[config.mk]
export PLATFORM = sky130hd
export DESIGN_NAME = ysyx_210544_cmt_buf
export DESIGN_NICKNAME = d
export VERILOG_FILES = /design/src/rtl/ysyx_210544_cmt_buf.sv
export SDC_FILE = /design/constraint.sdc
export NUM_CORES = 2
export LEC_CHECK = 0
export CAP_MARGIN = 25
export CORE_MARGIN = 2
export CORE_UTILIZATION = 30
export CTS_BUF_LIST = sky130_fd_sc_hd__clkbuf_16
export CTS_CLUSTER_DIAMETER = 80
export DETAILED_ROUTE_END_ITERATION = 6
export GPL_TIMING_DRIVEN = 0
export SYNTH_ARGS = -nofsm -noshare
export SYNTH_HDL_FRONTEND = slang
export SYNTH_SLANG_ARGS = --single-unit
[constraint.sdc]
create_clock -name clk -period 24.4 [get_ports clk]
set_input_delay 3.66 -clock clk [delete_from_list [all_inputs] [get_ports clk]]
set_output_delay 3.66 -clock clk [all_outputs]
set_load 0.03 [all_outputs]
[src/rtl/ysyx_210544_cmt_buf.sv]
// Difftest commit buffer: queues writeback commit records and retires up to COMMIT_W per cycle
// onto registered lanes, isolating interrupt records, detecting the trap instruction and counting.
module ysyx_210544_cmt_buf #(
    parameter int COMMIT_W = 2,
    parameter int DEPTH    = 8,
    parameter int AW       = 3
) (
    input  logic                     clk,
    input  logic                     rst,
    input  logic                     i_valid,
    output logic                     o_ready,
    input  logic [63:0]              i_pc,
    input  logic [31:0]              i_inst,
    input  logic [4:0]               i_rd,
    input  logic                     i_rd_wen,
    input  logic [63:0]              i_rd_wdata,
    input  logic                     i_skip,
    input  logic [31:0]              i_intr_no,
    input  logic [2:0]               i_a0,
    input  logic                     i_drain_en,
    output logic [COMMIT_W-1:0]      o_cmt_valid,
    output logic [COMMIT_W*64-1:0]   o_cmt_pc,
    output logic [COMMIT_W*32-1:0]   o_cmt_inst,
    output logic [COMMIT_W-1:0]      o_cmt_wen,
    output logic [COMMIT_W*8-1:0]    o_cmt_wdest,
    output logic [COMMIT_W*64-1:0]   o_cmt_wdata,
    output logic [COMMIT_W-1:0]      o_cmt_skip,
    output logic [31:0]              o_intr_no,
    output logic [63:0]              o_exc_pc,
    output logic                     o_trap,
    output logic [2:0]               o_trap_code,
    output logic [63:0]              o_trap_pc,
    output logic [63:0]              o_cycle_cnt,
    output logic [63:0]              o_instr_cnt,
    output logic [AW:0]              o_count
);

    localparam int CW = AW + 1;

    typedef struct packed {
        logic [63:0] pc;
        logic [31:0] inst;
        logic [4:0]  rd;
        logic        wen;
        logic [63:0] wdata;
        logic        skip;
        logic [31:0] intr_no;
        logic [2:0]  a0;
    } rec_t;

    rec_t                mem [DEPTH];
    rec_t                in_rec;
    rec_t                lane_rec [COMMIT_W];
    logic [AW-1:0]       wptr;
    logic [AW-1:0]       rptr;
    logic                full;
    logic                enq;
    logic                retire_ok;
    logic                head_intr;
    logic                blocked;
    logic [COMMIT_W-1:0] take;
    logic [CW-1:0]       n_take;
    logic                trap_hit;
    logic [63:0]         trap_pc;
    logic [2:0]          trap_code;

    assign in_rec = '{pc: i_pc, inst: i_inst, rd: i_rd, wen: i_rd_wen, wdata: i_rd_wdata,
                      skip: i_skip, intr_no: i_intr_no, a0: i_a0};

    // Full is judged on the registered count, so a slot freed by this cycle's retire is not reusable yet
    assign full      = (o_count == CW'(DEPTH));
    assign o_ready   = ~full & ~o_trap;
    assign enq       = i_valid & o_ready;
    assign retire_ok = i_drain_en & ~o_trap & (o_count != '0);
    assign head_intr = retire_ok & (lane_rec[0].intr_no != 32'd0);

    for (genvar g = 0; g < COMMIT_W; g++) begin : g_lane
        assign lane_rec[g] = mem[rptr + AW'(g)];
    end

    // Take records in order; an interrupt record ends the group, a trap record is the last one taken
    always_comb begin
        take      = '0;
        n_take    = '0;
        trap_hit  = 1'b0;
        trap_pc   = '0;
        trap_code = '0;
        blocked   = ~retire_ok | head_intr;
        for (int k = 0; k < COMMIT_W; k++) begin
            if (!blocked && (CW'(k) < o_count) && (lane_rec[k].intr_no == 32'd0)) begin
                take[k] = 1'b1;
                n_take  = n_take + CW'(1);
                if (lane_rec[k].inst[6:0] == 7'h6b) begin
                    trap_hit  = 1'b1;
                    trap_pc   = lane_rec[k].pc;
                    trap_code = lane_rec[k].a0;
                    blocked   = 1'b1;
                end
            end else begin
                blocked = 1'b1;
            end
        end
        if (head_intr) begin
            n_take = CW'(1);
        end
    end

    always_ff @(posedge clk) begin
        if (enq && !rst) begin
            mem[wptr] <= in_rec;
        end
    end

    // Retire stage: lane outputs and interrupt report are valid for exactly one cycle
    always_ff @(posedge clk) begin
        if (rst) begin
            wptr        <= '0;
            rptr        <= '0;
            o_count     <= '0;
            o_cmt_valid <= '0;
            o_cmt_pc    <= '0;
            o_cmt_inst  <= '0;
            o_cmt_wen   <= '0;
            o_cmt_wdest <= '0;
            o_cmt_wdata <= '0;
            o_cmt_skip  <= '0;
            o_intr_no   <= '0;
            o_exc_pc    <= '0;
            o_trap      <= 1'b0;
            o_trap_code <= '0;
            o_trap_pc   <= '0;
            o_cycle_cnt <= '0;
            o_instr_cnt <= '0;
        end else begin
            for (int k = 0; k < COMMIT_W; k++) begin
                o_cmt_valid[k]         <= take[k];
                o_cmt_pc[k*64 +: 64]   <= take[k] ? lane_rec[k].pc : 64'd0;
                o_cmt_inst[k*32 +: 32] <= take[k] ? lane_rec[k].inst : 32'd0;
                o_cmt_wen[k]           <= take[k] & lane_rec[k].wen;
                o_cmt_wdest[k*8 +: 8]  <= take[k] ? {3'd0, lane_rec[k].rd} : 8'd0;
                o_cmt_wdata[k*64 +: 64] <= take[k] ? lane_rec[k].wdata : 64'd0;
                o_cmt_skip[k]          <= take[k] & lane_rec[k].skip;
            end
            o_intr_no <= head_intr ? lane_rec[0].intr_no : 32'd0;
            o_exc_pc  <= head_intr ? lane_rec[0].pc : 64'd0;
            if (trap_hit) begin
                o_trap      <= 1'b1;
                o_trap_code <= trap_code;
                o_trap_pc   <= trap_pc;
            end
            if (!o_trap) begin
                o_cycle_cnt <= o_cycle_cnt + 64'd1;
            end
            o_instr_cnt <= o_instr_cnt + (head_intr ? 64'd0 : 64'(n_take));
            if (enq) begin
                wptr <= wptr + AW'(1);
            end
            rptr    <= rptr + n_take[AW-1:0];
            o_count <= o_count + CW'(enq) - n_take;
        end
    end

endmodule

; Word level (Yosys, flattened, before mapping)
; Memories as Yosys holds them, arrays and structs flattened. A register that Yosys moved wholly into a read port is not among the register bits.
; Index checks and enable logic that the tools add are counted.
; Widths: inputs -> output; s select.
[word_totals]
ff_bits = 644
mem_bits_rw = 1616
input_bits = 206
output_inout_bits = 639
elab_cells = 90
memories = 1
[classes]
n_addsub = 8
magnitude_cmp = 2
n_eq_ne = 3
mux = 23
bitwise_logic = 16
n_reduce_logical = 15
[mem_list]
columns = name, words, width, read_ports, rd_clocked_by_memory_dff, write_ports, line
row1 = mem, 8, 202, 2, 1, 1, 51  ; rec_t mem [DEPTH];
[ops]
columns = op, n
row1 = $mux 64, 4
row2 = $add 64x1->64 const B, 1
row3 = $add 64x4->64, 1
row4 = $logic_not 32->1, 2
row5 = $reduce_bool 32->1, 1
row6 = $mux 3, 5
row7 = $eq 7x7->1 const B, 2
row8 = $mux 4, 3
row9 = $mux 1, 11
row10 = $and 1x1->1, 9
row11 = $lt 1x4->1 const A, 2
row12 = $add 3x1->3 const B, 2
row13 = $not 1->1, 6
row14 = $reduce_or 2->1, 3
row15 = $logic_and 1x1->1, 5
row16 = $add 4x1->4, 1
row17 = $add 4x1->4 const B, 1
row18 = $eq 4x4->1 const B, 1
row19 = $reduce_bool 4->1, 1
row20 = $sub 4x4->4, 1
row21 = $add 3x3->3, 1
row22 = $logic_not 1->1, 3
row23 = $or 1x1->1, 1

; Depth between registers and ports, before layout
[logic_depth]
word_depth = 16
ltp_mapped = 25

; Worst setup path after synthesis
; OpenSTA, ideal clock, no wires.
[synth_path]
path_kind = input to register
startpoint = input rst
endpoint = memory mem[0][0] (netlist bit) (enable)
arrival_ns = 17.845
required_ns = 23.388
path_slack_ns = 5.543
stages = 3
n_path_buf = 1
cell_sequence = clkbuf_1 > or3_1 > nor3_1
[synth_via]
elab_chain_cells = 4
[synth_lines]
columns = element, line
row1 = from (decl), 9  ; input logic rst,
row2 = $logic_not 1->1, 109  ; if (enq && !rst) begin
row3 = $logic_and 1x1->1, 109
row4 = $mux 1, 109
row5 = $mux 1 (implied by the code), 110  ; mem[wptr] <= in_rec;
row6 = to (decl), 51
; Every way passes these cells.

; Worst setup path in the final report
[layout_path]
startpoint = input i_drain_en
endpoint = register o_instr_cnt[52]
[layout_via]
elab_chain_cells = 15
elab_cells_between_ends = 19
classes_between = add/sub: 2 / mux: 6 / bitwise: 5 / reduce/logical: 6
[layout_lines]
columns = element, line
row1 = from (decl), 20  ; input logic i_drain_en,
row2 = $and 1x1->1 (*) (2 in a row), 74  ; assign retire_ok = i_drain_en & ~o_trap & (o_count != '0);
row3 = branches (longest 11 deep; another with $add 4x1->4), -
row4 = $mux 4 (*), 154  ; o_instr_cnt <= o_instr_cnt + (head_intr ? 64'd0 : 64'(n_take));
row5 = $add 64x4->64 (*), 154
row6 = to (signal assigned), 154
row7 = to (decl), 34  ; output logic [63:0] o_instr_cnt,
; Mark *: on every way between the ends.
; A chain may end at the register's enable or synchronous reset.

==> flow_summary.toml <==
[run_status]
status = "finished clean"

[timing]
worstMarginPinSlew_ps = 1169
finalHoldViolCount = 0
period_share = 0.3583
slew_viol_final = 0
setup_viol_count_final = 0
rsz0062_at_grt = "no"
relSlewSlack = 0.2209
period_needed_ps = 8742
clock_skew_ps = 80.85
hold_ws_ps = 509.9
fmax_mhz = 114.4

[worst_setup_path]
crit_chain = "clkdlybuf4s50_1 -> nor2b_1 -> o21ai_0 -> or3_1 -> nor2_1 -> ha_1 -> nor2b_1 -> ha_1 -> inv_1 -> fa_1 -> nor2b_1 -> nor3b_1 -> buf_2 -> and3_1 -> clkbuf_1 -> nor4b_1 -> nand2_1 -> nor2_1 -> xnor2_1 -> nor2_1"
startpoint_type = "input port"
crit_path_top_delay_cell = "or3_1"
crit_type = "input port to flop"
worstPathMaxFanout = 8
cp.arrival_ps = 9510
slowest_delay_ps = 620
critPathRequiredTime_ps = 25160
endpoint_kind = "flop"

[pwr]
p_int_w = 0.007669
p_leak_nw = 36.11
p_per_area_nw_per_um2 = 95.26
power.share.switching = 0.3006
peakVddDrop_mv = 0.07081
finalPower_w = 0.01097
p_sw_w = 0.003296
power_frac_clock = 0.332
p_seq_frac = 0.390
comb_power_share = 0.278

[route]
drc = 0
viasPerCell = 5.149
antenna_left = 0
drtIter0Drc = 5525
totalWireLength_mm = 306.8
firstDrtPassIters = 5
routedWlPerCell_um = 28.92
vias = 54640

[logic_synthesis]
synth.most_common_cell = "edfxtp_1"
synth_top_area_cell = "edfxtp_1"
avgSynthCellArea_um2 = 17.62
ys_warn_count = 0
synth_top_area_frac = 0.5370
async_flop_share = 0
syn_area_um2 = 90370
synth-main-ff-cell = "edfxtp_1"
ys_seq_area_frac = 0.6783
synth_commonest_cells = "edfxtp_1, mux4_2, dfxtp_1, nor2_1, mux2i_1"
synth_enable_flop_cells = 1616
ys_types = 51
synth_seq_cells = 2254
syn_inst = 5128
ys_top_cells_by_area = "edfxtp_1, mux4_2, dfxtp_1, mux2i_1, nor2_1"

[place]
io_buffers = 838
gp_congestion = 0.8577
place_hpwl_mm = 225.2

[clocking]
cts_tree = "yes"
cts.path.max_buffers = 4
clock_latency_ps = 930
cts.clk_slew.worst_paths_ps = 60
cts_resized = 0
clockRootBuffer = "clkbuf_16"
cts_buffers = 242
cts_hold_buf = 0
clkSinkCount = 2254
cts_setup_buffers = 0
htreeDepth = 4

[grt]
grt_usage = 0.1960
grt_max_degree = 28
antenna_found_initial = 86
grt_pass1_vias = 56130
overflow = 0
grt_pass1_wl_mm = 430.1

[worst_hold_path]
hold_class = "flop to flop"

[cells_and_area]
syn_to_final_growth_pct = 27.37
drive_above_1_share = 0.2223
nNetsFinal = 6644

[die]
coreArea_um2 = 299800
io_pins = 845
chipHeight_um = 552.8
die_area_um2 = 305600
initial_core_util = 0.3014
chipWidth_um = 552.8
rows = 201

[run]
drv_cap = 0
[placed cells by master, fill, tap and decap left out, types with 12 or more instances in the layout]
| cell | instances |
|---|---|
| clkinv_2 | 40 |
| dfxtp_1 | 638 |
| buf_4 | 18 |
| clkbuf_2 | 16 |
| buf_12 | 52 |
| buf_1 | 55 |
| nand3_1 | 52 |
| ha_1 | 14 |
| nor4_1 | 50 |
| xnor2_1 | 31 |
| nor3_1 | 23 |
| clkbuf_16 | 252 |
| diode_2 | 18 |
| o32ai_1 | 64 |
| mux4_2 | 744 |
| and4_1 | 12 |
| inv_2 | 17 |
| mux2i_1 | 275 |
| clkbuf_1 | 199 |
| buf_8 | 75 |
| and3_1 | 21 |
| buf_2 | 35 |
| bufinv_16 | 15 |
| edfxtp_1 | 1616 |
| and2_1 | 73 |
| nand2_1 | 252 |
| clkinv_1 | 44 |
| nand4_1 | 51 |
| buf_6 | 65 |
| xor2_1 | 81 |
| a21oi_1 | 63 |
| a21oi_2 | 60 |
| or3_1 | 21 |
| buf_16 | 18 |
| nor2_1 | 541 |
| inv_1 | 70 |
| clkdlybuf4s50_1 | 838 |
| o21ai_0 | 21 |
[logic make-up (layout without fill, tap and decap cells)]
family | Yosys count | in the layout | share of synthesized area
flip-flops | 2254 | 2254 | 0.6783
AND/OR/NAND/NOR | 1148 | 1148 | 0.05728
multiplexers | 1025 | 1025 | 0.2166
buffers and inverters | 353 | 1855 | 0.01673
AO/OA/AOI/OAI | 217 | 217 | 0.01745
XOR/XNOR | 113 | 113 | 0.01095
adder cells (fa/ha/maj) | 17 | 17 | 0.002603
other | 1 | 24 | 0.00004150
[registers in the layout (all words and copies together) (netlist names), 10 cells and up]
name,flops
o_cmt_wdata,128
o_exc_pc,64
o_cmt_wdest,10
o_trap_pc,64
o_intr_no,32
o_cmt_pc,128
o_cycle_cnt,64
o_cmt_inst,64
o_instr_cnt,64
mem,1616
[through the flow]
step,worst slack (ps),instances,utilization,instance area [µm²],TNS [ps]
after global placement,-13570,9929,0.3460,103700,-6711170
after floorplan,5543,5133,-,90390,0
after global routing,15400,10600,0.3838,115100,0
after detailed placement,14790,10110,0.3562,106800,0
after CTS,15770,10570,0.3827,114700,0
final,15660,10610,0.3840,115100,0
[cell type report]
cell class                 count  area, µm²
fill                       27420     184700
sequential                  2254      61300
multi-input combinational   2526      27650
timing repair buffer        1044      11690
clock buffer                 252       6306
tap                         3958       4952
clock inverter               206       1633
buffer                       327       1435
inverter                      26      97.59
antenna                       18      45.04
[layer usage]
layer / share of wire / up-vias / GRT usage
li1: - / 22940 / -
met1: 0.41 / 28690 / 0.2549
met2: 0.48 / 2474 / 0.3241
met3: 0.086 / 467 / 0.04971
met4: 0.029 / 66 / 0.05312
met5: 0.0014 / - / 0
[critical path, delay by kind of cell]
| family | cells | cell delay (ps) |
|---|---|---|
| compound gates | 1 | 360 |
| xor+xnor | 1 | 140 |
| fa+ha+maj | 3 | 860 |
| buf+inv | 4 | 1140 |
| simple gates | 11 | 3320 |
[worst paths after layout]
check / slack (ps) / from / to / cells after the start
worst max-delay path: 15660 / i_drain_en / o_instr_cnt[52] / 20
worst min-delay path: 510 / o_cycle_cnt[18] / o_cycle_cnt[18] / 2
worst max register to register: 16000 / rptr[0] / o_instr_cnt[52] / 26
worst min register to register: 510 / o_cycle_cnt[18] / o_cycle_cnt[18] / 2
[power groups by stage]
stage | registers [W] | clock network, W | logic, W
after floorplan | 0.00445 | 0 | 0.00184
after global placement | 0.00445 | 0 | 0.00290
after detailed placement | 0.00436 | 0 | 0.00306
after CTS | 0.00428 | 0.00371 | 0.00307
after global routing | 0.00429 | 0.00386 | 0.00324
final | 0.00428 | 0.00364 | 0.00305
No activity file was read; power rests on OpenSTA's default activity.
